File: src/rtl/awg_shadow_reg_bank.sv
// Double-buffered multi-channel parameter bank: writes land in shadow registers and a
// commit copies every shadow to the active outputs on one edge, optionally aligned to sync.
module awg_shadow_reg_bank #(
    parameter int unsigned      WIDTH     = 12,
    parameter int unsigned      NUM_CH    = 4,
    parameter int unsigned      AW        = 2,
    parameter logic [WIDTH-1:0] RESET_VAL = '0,
    parameter bit               SYNC_MODE = 1'b1
) (
    input  logic                    Clock,
    input  logic                    Reset,
    input  logic                    wr_en,
    input  logic [AW-1:0]           wr_addr,
    input  logic [WIDTH-1:0]        wr_data,
    input  logic                    commit,
    input  logic                    abort,
    input  logic                    sync,
    input  logic                    rd_sel,
    input  logic [AW-1:0]           rd_addr,
    output logic [WIDTH-1:0]        rd_data,
    output logic [NUM_CH*WIDTH-1:0] dout,
    output logic [NUM_CH-1:0]       dirty,
    output logic                    pending,
    output logic                    commit_done
);

    typedef enum logic {
        IDLE  = 1'b0,
        ARMED = 1'b1
    } state_t;

    state_t           state;
    logic [WIDTH-1:0] shadow [NUM_CH];
    logic [WIDTH-1:0] active [NUM_CH];

    logic [NUM_CH-1:0] wr_mask_c;
    logic [WIDTH-1:0]  rd_mux_c;
    logic              xfer_c;

    // Decode the write channel and readback mux; out-of-range addresses match nothing.
    always_comb begin
        wr_mask_c = '0;
        rd_mux_c  = '0;
        for (int k = 0; k < NUM_CH; k++) begin
            if (wr_en && (wr_addr == AW'(k))) begin
                wr_mask_c[k] = 1'b1;
            end
            if (rd_addr == AW'(k)) begin
                rd_mux_c = rd_sel ? shadow[k] : active[k];
            end
        end
    end

    // Transfer happens on the commit edge itself when unsynchronised, else on the armed sync edge.
    assign xfer_c = ((state == IDLE)  && commit && !SYNC_MODE) ||
                    ((state == ARMED) && sync   && !abort);

    always_ff @(posedge Clock) begin
        if (!Reset) begin
            state       <= IDLE;
            pending     <= 1'b0;
            commit_done <= 1'b0;
            rd_data     <= '0;
            dirty       <= '0;
            for (int k = 0; k < NUM_CH; k++) begin
                shadow[k] <= RESET_VAL;
                active[k] <= RESET_VAL;
            end
        end else begin
            rd_data     <= rd_mux_c;
            commit_done <= xfer_c;

            case (state)
                IDLE: begin
                    if (commit && SYNC_MODE) begin
                        state   <= ARMED;
                        pending <= 1'b1;
                    end
                end
                ARMED: begin
                    if (abort || sync) begin
                        state   <= IDLE;
                        pending <= 1'b0;
                    end
                end
                default: begin
                    state   <= IDLE;
                    pending <= 1'b0;
                end
            endcase

            // A channel written on the transfer edge stays dirty with its new shadow value.
            if (xfer_c) begin
                dirty <= wr_mask_c;
            end else begin
                dirty <= dirty | wr_mask_c;
            end

            for (int k = 0; k < NUM_CH; k++) begin
                if (xfer_c) begin
                    active[k] <= shadow[k];
                end
                if (wr_mask_c[k]) begin
                    shadow[k] <= wr_data;
                end
            end
        end
    end

    for (genvar g = 0; g < NUM_CH; g++) begin : g_dout
        assign dout[g*WIDTH +: WIDTH] = active[g];
    end

endmodule

File: config.mk
export PLATFORM = sky130hd
export DESIGN_NAME = awg_shadow_reg_bank
export DESIGN_NICKNAME = d
export VERILOG_FILES = /design/src/rtl/awg_shadow_reg_bank.sv
export SDC_FILE = /design/constraint.sdc
export NUM_CORES = 1
export LEC_CHECK = 0
export CORE_ASPECT_RATIO = 0.8
export CORE_UTILIZATION = 40
export CTS_BUF_LIST = sky130_fd_sc_hd__clkbuf_16
export DETAILED_ROUTE_END_ITERATION = 12
export PLACE_DENSITY_LB_ADDON = 0.12
export SLEW_MARGIN = 20
export SYNTH_ARGS = -nofsm -noshare
export SYNTH_HDL_FRONTEND = slang
export SYNTH_SLANG_ARGS = --single-unit
export TNS_END_PERCENT = 1
File: constraint.sdc
create_clock -name Clock -period 2.4 [get_ports Clock]
set_clock_uncertainty 0.2 [all_clocks]
set_input_delay 0.48 -clock Clock [delete_from_list [all_inputs] [get_ports Clock]]
set_output_delay 0.48 -clock Clock [all_outputs]
set_load 0.05 [all_outputs]
# [After elaboration in Yosys (flattened, before gate mapping)]
# Memory sizes are Yosys's and may differ from the RTL's.
# Cells that the tools add are included.
[word_totals] reg_bits=19 latchBits=0 ramBits=96 mem_bits_ro=0 input_bits=23 out_inout_bits=66 elab_cells=79 mem_count=2
[mem_list] name="active" depth=4 width=12 rd=4 rd_clocked_by_memory_dff=0 wr=4 line="34" rtl="logic [WIDTH-1:0] active [NUM_CH];"
[mem_list] name="shadow" depth=4 width=12 rd=4 rd_clocked_by_memory_dff=0 wr=4 line="33" rtl="logic [WIDTH-1:0] shadow [NUM_CH];"
[classes] add_sub_neg=0 n_mul=0 n_div=0 n_lt_le_gt_ge=0 eq_ne=8 shift=0 mux=43 bitwise_logic=10 reduce_logical=11
[ops] op="two-way mux 12 bit" count=16
[ops] op="two-way mux 1 bit" count=24
[ops] op="== test 2 bit (second input constant)" count=4
[ops] op="bitwise OR 1 bit" count=8
[ops] op="logical AND 1 bit" count=6
[ops] op="== test 2 x 1 -> 1 bit (second input constant)" count=2
[ops] op="zero test 2 bit" count=2
[ops] op="two-way mux 4 bit" count=1
[ops] op="bitwise OR 4 bit" count=1
[ops] op="case mux 1 bit (2 select lines)" count=2
[ops] op="!= test 2 x 1 -> 1 bit (second input constant)" count=1
[ops] op="!= test 2 bit (second input constant)" count=1
[ops] op="AND reduction 2 bit" count=1
[ops] op="zero test 1 bit" count=1
[ops] op="logical OR 1 bit" count=1
[ops] op="inverter 1 bit" count=1

# [Logic depth before layout (Yosys ltp)]
# Gate-level depths: netlist of run 1.
[depth] word_depth=7 mapped_depth=5 mapped_depth_nobuf=4

# [Least setup slack after synthesis of run 1]
# Ideal clock, no wire load.
[synth_path] path_type="input to register" from="input Reset" to="memory active[0][0], enable pin" setup_ns=0.402 arrival_time_ns=1.773 required_time_ns=1.798 slack_ns=0.025 path_stages=3 path_buffers=1 cell_sequence="clkbuf_2 a21boi_0 inv_1"
[synth_rtl] element="start, declared" line="11" rtl="input logic Reset,"
[synth_rtl] element="end, declared" line="34"

==> impl_metrics.yaml, run 1 <==
run_status:
  status: "completed"
detailed_routing:
  via_count: 3193
  drtAntennaViolNets: 0
  routedWlPerCell_um: 18.3
  dr.first_iter.drc_count: 158
  wirelength_mm: 11.4
  vias_per_cell: 5.12
  route.detailed.drc: 0
  dr.pass1.iters: 4
grt:
  antenna_found_initial: 0
  grt_usage_pct: 19.0
  overflow: 0
  grt_max_degree: 50
  grt_pass1_wl_mm: 17.7
  grt_pass1_vias: 3222
floorplan:
  start_util_pct: 41.9
  rows: 35
  die_area_um2: 12800
  die_h_um: 101
  chipWidth_um: 126
  core_um2: 11800
  io_pins: 89
power:
  power_frac_clock_pct: 42.2
  switching_share_pct: 24.7
  p_sw_w: 0.00128
  power_frac_comb_pct: 12.5
  peakVddDrop_uv: 510
  leakagePower_nw: 2.60
  seqPwrFrac_pct: 45.3
  powerDensity_nw_per_um2: 783
  intPower_w: 0.00391
worst_setup_path:
  worst-endpoint-required_ps: 1720
  crit_buf_inv: 1
  crit_type: "reg -> out"
  arrival_ps: 1610
  path_cells: "clkdlybuf4s50_1"
  crit_family: "buffers and inverters"
  crit_slowest_cell: "clkdlybuf4s50_1"
  critPathLaunchType: "flip-flop"
  slowest_delay_ps: 820
  ff2ff_path_depth: 4
  cp-end-kind: "output port"
  worst-path-max-fanout: 2
  cp_num_cells: 1
layout:
  final_cell_mix: "and2_1, edfxtp_1, clkdlybuf4s50_1"
  synthToLayoutAreaGrowth_pct: 34.4
  diodes: 0
  fillCellCount: 979
  nNetsFinal: 486
  drive_above_1_share_pct: 13.7
clock_tree:
  clk_pin_slew_ps: 50
  cts_root_buf: "clkbuf_16"
  clock_sinks: 115
  htree_levels: 4
  clockBufferDepth: 2
  cts_hold_buf: 0
  cts_buffers: 17
  clkLatencyLatePin_ps: 410
  cts.repair.resized: 0
  post_cts_buffers: 0
  cts_tree: "built"
yosys:
  ys.flop_type: "edfxtp_1"
  async_flop_share_pct: 0
  yosysSeqAreaShare_pct: 66.1
  synth_edf_count: 96
  synth_area_um2: 4930
  yosys_warnings: 0
  syn_avg_cell_area_um2: 14.1
  synth-seq-cells: 115
  synth_cells: 349
  synth_fp_nets: 372
  ys_types: 35
timing:
  slew_headroom_pct: 65.4
  rsz0062_at_grt: "no"
  min_period_ps: 2290
  tns_ps: 0
  fmax_mhz: 437
  setup_viol: 0
  post-route-period-util_pct: 95.4
  finalMaxSlewViolations: 0
  tightest_slew_ps: 517
  final_hold_viol_count: 0
  hold_ws_ps: 270
run:
  max_cap_violations: 0
placement:
  dp_hpwl_mm: 7.74
  gp_congestion: 0.732
  portBuffers: 88
min_path:
  hold_depth: 1
  min_path_type: "reg -> reg"
[metrics by stage]
| step | total power (W) | area (um^2) | utilization, % | cells | setup slack, ps |
|---|---|---|---|---|---|
| after detailed placement | 0.00304 | 6120 | 52.0 | 592 | 112 |
| after global routing | 0.00536 | 6630 | 56.3 | 624 | 70.4 |
| final | 0.00519 | 6630 | 56.3 | 624 | 110 |
| after floorplan | 0.00277 | 4930 | - | 349 | 24.7 |
| after CTS | 0.00523 | 6630 | 56.3 | 624 | 95.6 |
| after global placement | 0.00304 | 6120 | 52.0 | 592 | 124 |
[synth_stat cells (2+ instances only)]
| cell type | number | share of area, % |
|---|---|---|
| a21o_1 | 4 | 0.61 |
| mux2_4 | 2 | 0.61 |
| inv_1 | 3 | 0.23 |
| and2_1 | 96 | 12 |
| buf_2 | 6 | 0.61 |
| mux2_1 | 2 | 0.46 |
| nor2b_1 | 6 | 0.76 |
| mux2_2 | 5 | 1.1 |
| clkbuf_1 | 6 | 0.46 |
| nand3b_1 | 2 | 0.30 |
| o21ai_0 | 3 | 0.30 |
| nand2_1 | 8 | 0.61 |
| clkbuf_2 | 3 | 0.30 |
| buf_6 | 4 | 0.91 |
| o221ai_1 | 5 | 0.89 |
| nor2_1 | 2 | 0.15 |
| and3_1 | 5 | 0.63 |
| dfxtp_1 | 19 | 7.7 |
| edfxtp_1 | 96 | 58 |
| o21ai_1 | 3 | 0.30 |
| o21a_1 | 6 | 0.91 |
| nand3_1 | 6 | 0.61 |
| o22ai_1 | 15 | 1.9 |
| mux4_2 | 4 | 1.8 |
| mux2i_1 | 28 | 5.7 |
[final timing paths]
| check | from | endpoint | slack (ps) |
|---|---|---|---|
| worst min-delay path | dirty[3] | dirty[3] | 270 |
| worst max-delay path | active[2][9] | dout[33] | 110 |
| worst max register to register | state | active[3][4] | 790 |
| worst min register to register | dirty[3] | dirty[3] | 270 |
[metal layers]
layer | global-route usage (%) | wire [um] | vias to the layer above
met3 | 3.54 | 591 | 17
li1 | - | - | 1500
met2 | 28.6 | 5130 | 96
met4 | 8.90 | 199 | 0
met1 | 26.8 | 5520 | 1580
met5 | 0 | 0 | -
[state kept, by name, summed over array words and instances, names as in the netlist]
register	flops
commit_done	1
active	48
shadow	48
dirty	4
state	1
rd_data	12
pending	1
[power by group through the flow]
stage | sequential [W] | clock [W] | combinational [W]
after floorplan | 0.00258 | 0 | 0.000193
after global placement | 0.00239 | 0 | 0.000647
after detailed placement | 0.00239 | 0 | 0.000652
after CTS | 0.00235 | 0.00222 | 0.000654
after global routing | 0.00237 | 0.00231 | 0.000683
final | 0.00235 | 0.00219 | 0.000647
[logic make-up after synthesis]
| kind of cell | share of synthesized area, % |
|---|---|
| simple gates | 16.2 |
| buf+inv | 2.66 |
| flops | 66.1 |
| compound gates | 5.32 |
| mux | 9.71 |
[cell type report]
cell class / count / area (um^2) / area share, %
inverter: 3 / 11.3 / 0.170
clock inverter: 15 / 86.3 / 1.30
clock buffer: 17 / 425 / 6.41
tap: 148 / 185 / 2.79
multi-input combinational: 211 / 1550 / 23.3
sequential: 115 / 3260 / 49.2
timing repair buffer: 115 / 1120 / 16.8
Note: power is estimated with default switching activity, not from simulation.
==> inputs of run 2 (changes only) <==
--- a/config.mk
+++ b/config.mk
@@ -6,11 +6,12 @@
 export NUM_CORES = 1
 export LEC_CHECK = 0
 export CORE_ASPECT_RATIO = 0.8
-export CORE_UTILIZATION = 40
+export CORE_UTILIZATION = 47
 export CTS_BUF_LIST = sky130_fd_sc_hd__clkbuf_16
 export DETAILED_ROUTE_END_ITERATION = 12
+export MAX_ROUTING_LAYER = met4
 export PLACE_DENSITY_LB_ADDON = 0.12
-export SLEW_MARGIN = 20
+export SLEW_MARGIN = 10
 export SYNTH_ARGS = -nofsm -noshare
 export SYNTH_HDL_FRONTEND = slang
 export SYNTH_SLANG_ARGS = --single-unit
==> run 2 against run 1 <==
Worst hold slack got worse by 5.2 ps; fmax down 0.36%; count of clock-buffer cells in the layout stayed put; routed wire length is 1.2% lower; flip-flop and latch count stayed put; utilization up 9.4 points; worst setup slack got worse by 8.2 ps; critical endpoint is now dout[10]; largest power group is now the clock network.
==> impl_metrics.yaml, run 2 (synthesis gave the netlist of run 1 again) <==
timing:
  tns_ps: 0
  worst_slack_ps: 102
  fmax_mhz: 435
  min_period_ps: 2300
  finalMaxSlewViolations: 0
  final_hold_viol_count: 0
  rsz0062_at_grt: "no"
  post-route-period-util_pct: 95.7
  setup_viol: 0
  tightest_slew_ps: 831
  slew_headroom_pct: 44.4
detailed_routing:
  dr.first_iter.drc_count: 255
  vias_per_cell: 5.25
  route.detailed.drc: 0
  routedWlPerCell_um: 18.2
  via_count: 3252
  drtAntennaViolNets: 0
  dr.pass1.iters: 4
  wirelength_mm: 11.3
layout:
  drive_above_1_share_pct: 15.6
  post-route-util_pct: 65.7
  nNetsFinal: 490
  diodes: 0
  stdcell_area_um2: 6730
  reg_top3: "active x48, shadow x48, rd_data x12"
  synthToLayoutAreaGrowth_pct: 36.4
  final_cell_mix: "and2_1, edfxtp_1, clkdlybuf4s50_1"
floorplan:
  start_util_pct: 48.2
  die_h_um: 93.7
  io_pins: 89
  rows: 33
  die_area_um2: 10900
  chipWidth_um: 117
  core_um2: 10200
run_status:
  status: "completed"
grt:
  grt_util_met1_pct: 31.1
  overflow: 0
  grt_pass1_wl_mm: 17.5
  grt_pass1_vias: 3275
  antenna_found_initial: 0
  met2_usage_pct: 33.3
  grt_usage_pct: 23.1
  grt_max_degree: 50
  globalRouteMet3Util_pct: 7.03
  busiest_layer: "met2"
clock_tree:
  cts.repair.resized: 0
  cts_root_buf: "clkbuf_16"
  clock_sinks: 115
  cts_hold_buf: 0
  clockBufferDepth: 2
  post_cts_buffers: 0
  cts_buffers: 17
  htree_levels: 4
  clk_pin_slew_ps: 50
  clkLatencyLatePin_ps: 410
  cts_tree: "built"
worst_setup_path:
  crit_family: "buffers and inverters"
  cp-end-kind: "output port"
  crit_type: "reg -> out"
  arrival_ps: 1620
  slowest_delay_ps: 830
  critPathLaunchType: "flip-flop"
  crit_slowest_cell: "clkdlybuf4s50_1"
  worst-path-max-fanout: 2
  crit_buf_inv: 1
  worst-endpoint-required_ps: 1720
  path_cells: "clkdlybuf4s50_1"
placement:
  gp_congestion: 0.803
  place_ws_ps: 79.6
  portBuffers: 88
  post_dp_cell_area_um2: 6150
  dp_hpwl_mm: 7.71
power:
  powerDensity_nw_per_um2: 810
  peakVddDrop_uv: 428
  leakagePower_nw: 2.64
  power_w: 0.00545
run:
  max_cap_violations: 0
min_path:
  min_path_type: "reg -> reg"
## run 2: cell count changes in the layout (fill, tap and decap cells not counted), sizes merged
cell,before,now
buf,28,32
bufinv,1,3
clkinv,8,7
clkinvlp,0,2
inv,9,6
## run 2: area by class of cell
cell class,instances,area (um^2)
fillers,812,3510
flip-flops and latches,115,3260
multi-input cells,211,1550
repair buffers,119,1160
clock buffers,17,425
well taps,140,175
clock inverters,15,153
inverters,3,11.3
## run 2: metrics by stage
| step | hold WS, ps | instances |
|---|---|---|
| finish | 264 | 620 |
| global route | 286 | 620 |
| CTS | 266 | 620 |
| detailed placement | 241 | 588 |
| global placement | 232 | 588 |
| floorplan | 318 | 349 |
## run 2: path summary, 6_finish.rpt
kind / cells past startpoint / slack [ps] / end / from
max: 1 / 100 / dout[10] / active[0][10]
max reg2reg: 4 / 810 / active[0][4] / state
min: 1 / 260 / dirty[1] / dirty[1]
min reg2reg: 1 / 260 / dirty[1] / dirty[1]
## run 2: power by group
part	total (W)	switching, W	internal (W)
combinational	0.000655	0.000400	0.000254
clock	0.00245	0.000845	0.00160
sequential	0.00235	0.0000616	0.00229
total	0.00545	0.00131	0.00415
## run 2: routing by layer
metal | up-vias | routed length (um)
li1 | 1516 | -
met1 | 1614 | 5210
met2 | 111 | 5310
met3 | 11 | 682
met4 | 0 | 108
met5 | - | 0
==> inputs of run 3 (changes only) <==
--- a/config.mk
+++ b/config.mk
@@ -5,13 +5,13 @@
 export SDC_FILE = /design/constraint.sdc
 export NUM_CORES = 1
 export LEC_CHECK = 0
+export ABC_AREA = 1
 export CORE_ASPECT_RATIO = 0.8
 export CORE_UTILIZATION = 47
 export CTS_BUF_LIST = sky130_fd_sc_hd__clkbuf_16
 export DETAILED_ROUTE_END_ITERATION = 12
 export MAX_ROUTING_LAYER = met4
 export PLACE_DENSITY_LB_ADDON = 0.12
-export SLEW_MARGIN = 10
 export SYNTH_ARGS = -nofsm -noshare
 export SYNTH_HDL_FRONTEND = slang
 export SYNTH_SLANG_ARGS = --single-unit
==> run 3 against run 2 <==
Global-route usage grew 1.7 points; worst setup slack lost 7.7 ps; clock power shrank 7%; first-iteration DRC count grew 120%; final area shrank 2.2%; routed wire length grew 9.0%; critical endpoint is now dout[33]; largest cell class unchanged.
==> impl_metrics.yaml, run 3 <==
run_status:
  status: "completed"
worst_setup_path:
  r2r_slack_ps: 940
  critPathLaunchType: "flip-flop"
  cp-end-kind: "output port"
  arrival_ps: 1630
  crit_type: "reg -> out"
  path_cells: "clkdlybuf4s50_1"
  worst-path-max-fanout: 2
  crit_family: "buffers and inverters"
  worst-endpoint-required_ps: 1720
  slowest_delay_ps: 820
  crit_buf_inv: 1
  crit_slowest_cell: "clkdlybuf4s50_1"
detailed_routing:
  route.detailed.drc: 0
  dr.first_iter.drc_count: 551
  via_count: 3785
  wirelength_mm: 12.3
  vias_per_cell: 4.97
  dr.pass1.iters: 5
  routedWlPerCell_um: 16.2
  drtAntennaViolNets: 0
yosys:
  synth_most_common_cell: "nor2_1"
  synth-seq-cells: 115
  syn_avg_cell_area_um2: 9.72
  synth_area_um2: 5000
  synth_top_cell_area_share_pct: 57.6
  yosysSeqAreaShare_pct: 65.2
  yosys_warnings: 0
  async_flop_share_pct: 0
  netlist_top_cells_count: "nor2_1, edfxtp_1, nand2_1, inv_1, o211ai_1"
  synth_edf_count: 96
  ys_types: 18
  synthTopCellsByArea: "edfxtp_1, nor2_1, dfxtp_1"
  yosys.area.top_type: "edfxtp_1"
  ys.flop_type: "edfxtp_1"
  synth_cells: 515
  synth_fp_nets: 538
placement:
  portBuffers: 88
  gp_congestion: 0.806
  post_dp_cell_area_um2: 6040
  place_inst: 730
  dp_hpwl_mm: 8.38
floorplan:
  io_pins: 89
  chipWidth_um: 117
  start_util_pct: 48.7
  core_um2: 10300
  rows: 33
  die_h_um: 94.3
  die_area_um2: 11100
clock_tree:
  cts_buffers: 17
  clock_sinks: 115
  clockBufferDepth: 2
  cts.repair.resized: 0
  clkLatencyLatePin_ps: 400
  cts_hold_buf: 0
  cts_root_buf: "clkbuf_16"
  htree_levels: 4
  clk_pin_slew_ps: 50
  post_cts_buffers: 0
  cts_tree: "built"
layout:
  final_common_cell: "nor2_1"
  final_cell_mix: "nor2_1, edfxtp_1, nand2_1"
  drive_above_1_share_pct: 9.49
  fin_cells: 762
  reg_top3: "active x48, shadow x48, rd_data x12"
  fillCellCount: 814
  synthToLayoutAreaGrowth_pct: 31.5
  stdcell_area_um2: 6580
  diodes: 0
  nNetsFinal: 632
timing:
  tns_ps: 0
  min_period_ps: 2310
  finalMaxSlewViolations: 0
  fmax_mhz: 434
  rsz0062_at_grt: "no"
  setup_viol: 0
  final_hold_viol_count: 0
  post-route-period-util_pct: 96.1
  tightest_slew_ps: 578
  hold_ws_ps: 278
  slew_headroom_pct: 61.5
power:
  peakVddDrop_uv: 480
  leakagePower_nw: 2.85
  powerDensity_nw_per_um2: 812
grt:
  grt_pass1_wl_mm: 19.7
  grt_usage_pct: 24.8
  antenna_found_initial: 0
  grt_max_degree: 49
  overflow: 0
  grt_pass1_vias: 3606
min_path:
  min_path_type: "reg -> reg"
run:
  max_cap_violations: 0
## run 3: cell types whose count changed after synthesis, moves of 15 or more
cell / delta
nor2_1: +127
o211ai_1: +23
inv_1: +68
and2_1: -96
nand2_1: +88
mux2i_1: -28
o22ai_1: -15
## run 3: kinds of logic (layout without fill, tap and decap cells)
group / count (synthesis) / count (layout) / share of synthesized area, %
flip-flops: 115 / 115 / 65.2
AND/OR/NAND/NOR: 265 / 265 / 21.6
buffers and inverters: 98 / 205 / 8.35
AO/OA/AOI/OAI: 37 / 37 / 4.85
## run 3: routing by layer
metal  track usage, %  up-vias  wire length (um)
li1                 -     1835                 -
met1             36.3     1762              5970
met2             33.5      178              5100
met3             5.76       10              1150
met4             7.90        0               117
met5                -        -                 0
## run 3: cell type report
| class | count | area (um^2) | area share [%] |
|---|---|---|---|
| Clock inverter | 13 | 68.8 | 1.05 |
| Timing Repair Buffer | 99 | 996 | 15.1 |
| Inverter | 74 | 278 | 4.22 |
| Multi-Input combinational cell | 302 | 1330 | 20.1 |
| Sequential cell | 115 | 3260 | 49.6 |
| Tap cell | 140 | 175 | 2.66 |
| Clock buffer | 19 | 475 | 7.22 |
## run 3: final timing paths
path,start,end,cells after the start
min,dirty[1],dirty[1],2
min reg2reg,dirty[1],dirty[1],2
max,active[2][9],dout[33],1
max reg2reg,state,active[0][7],3
## run 3: power by group
group / internal (W) / switching, W
clock network: 0.00141 / 0.000871
logic: 0.000222 / 0.000478
registers: 0.00230 / 0.0000645
total: 0.00393 / 0.00141
## run 3: through the flow
stage | power, W | setup slack [ps] | utilization (%)
2_1_floorplan | 0.00283 | 93.3 | -
3_3_place_gp | 0.00309 | 261 | 58.7
3_5_place_dp | 0.00310 | 234 | 58.7
4_1_cts | 0.00536 | 81.2 | 64.0
5_1_grt | 0.00552 | 60.7 | 64.0
6_report | 0.00535 | 94.5 | 64.0
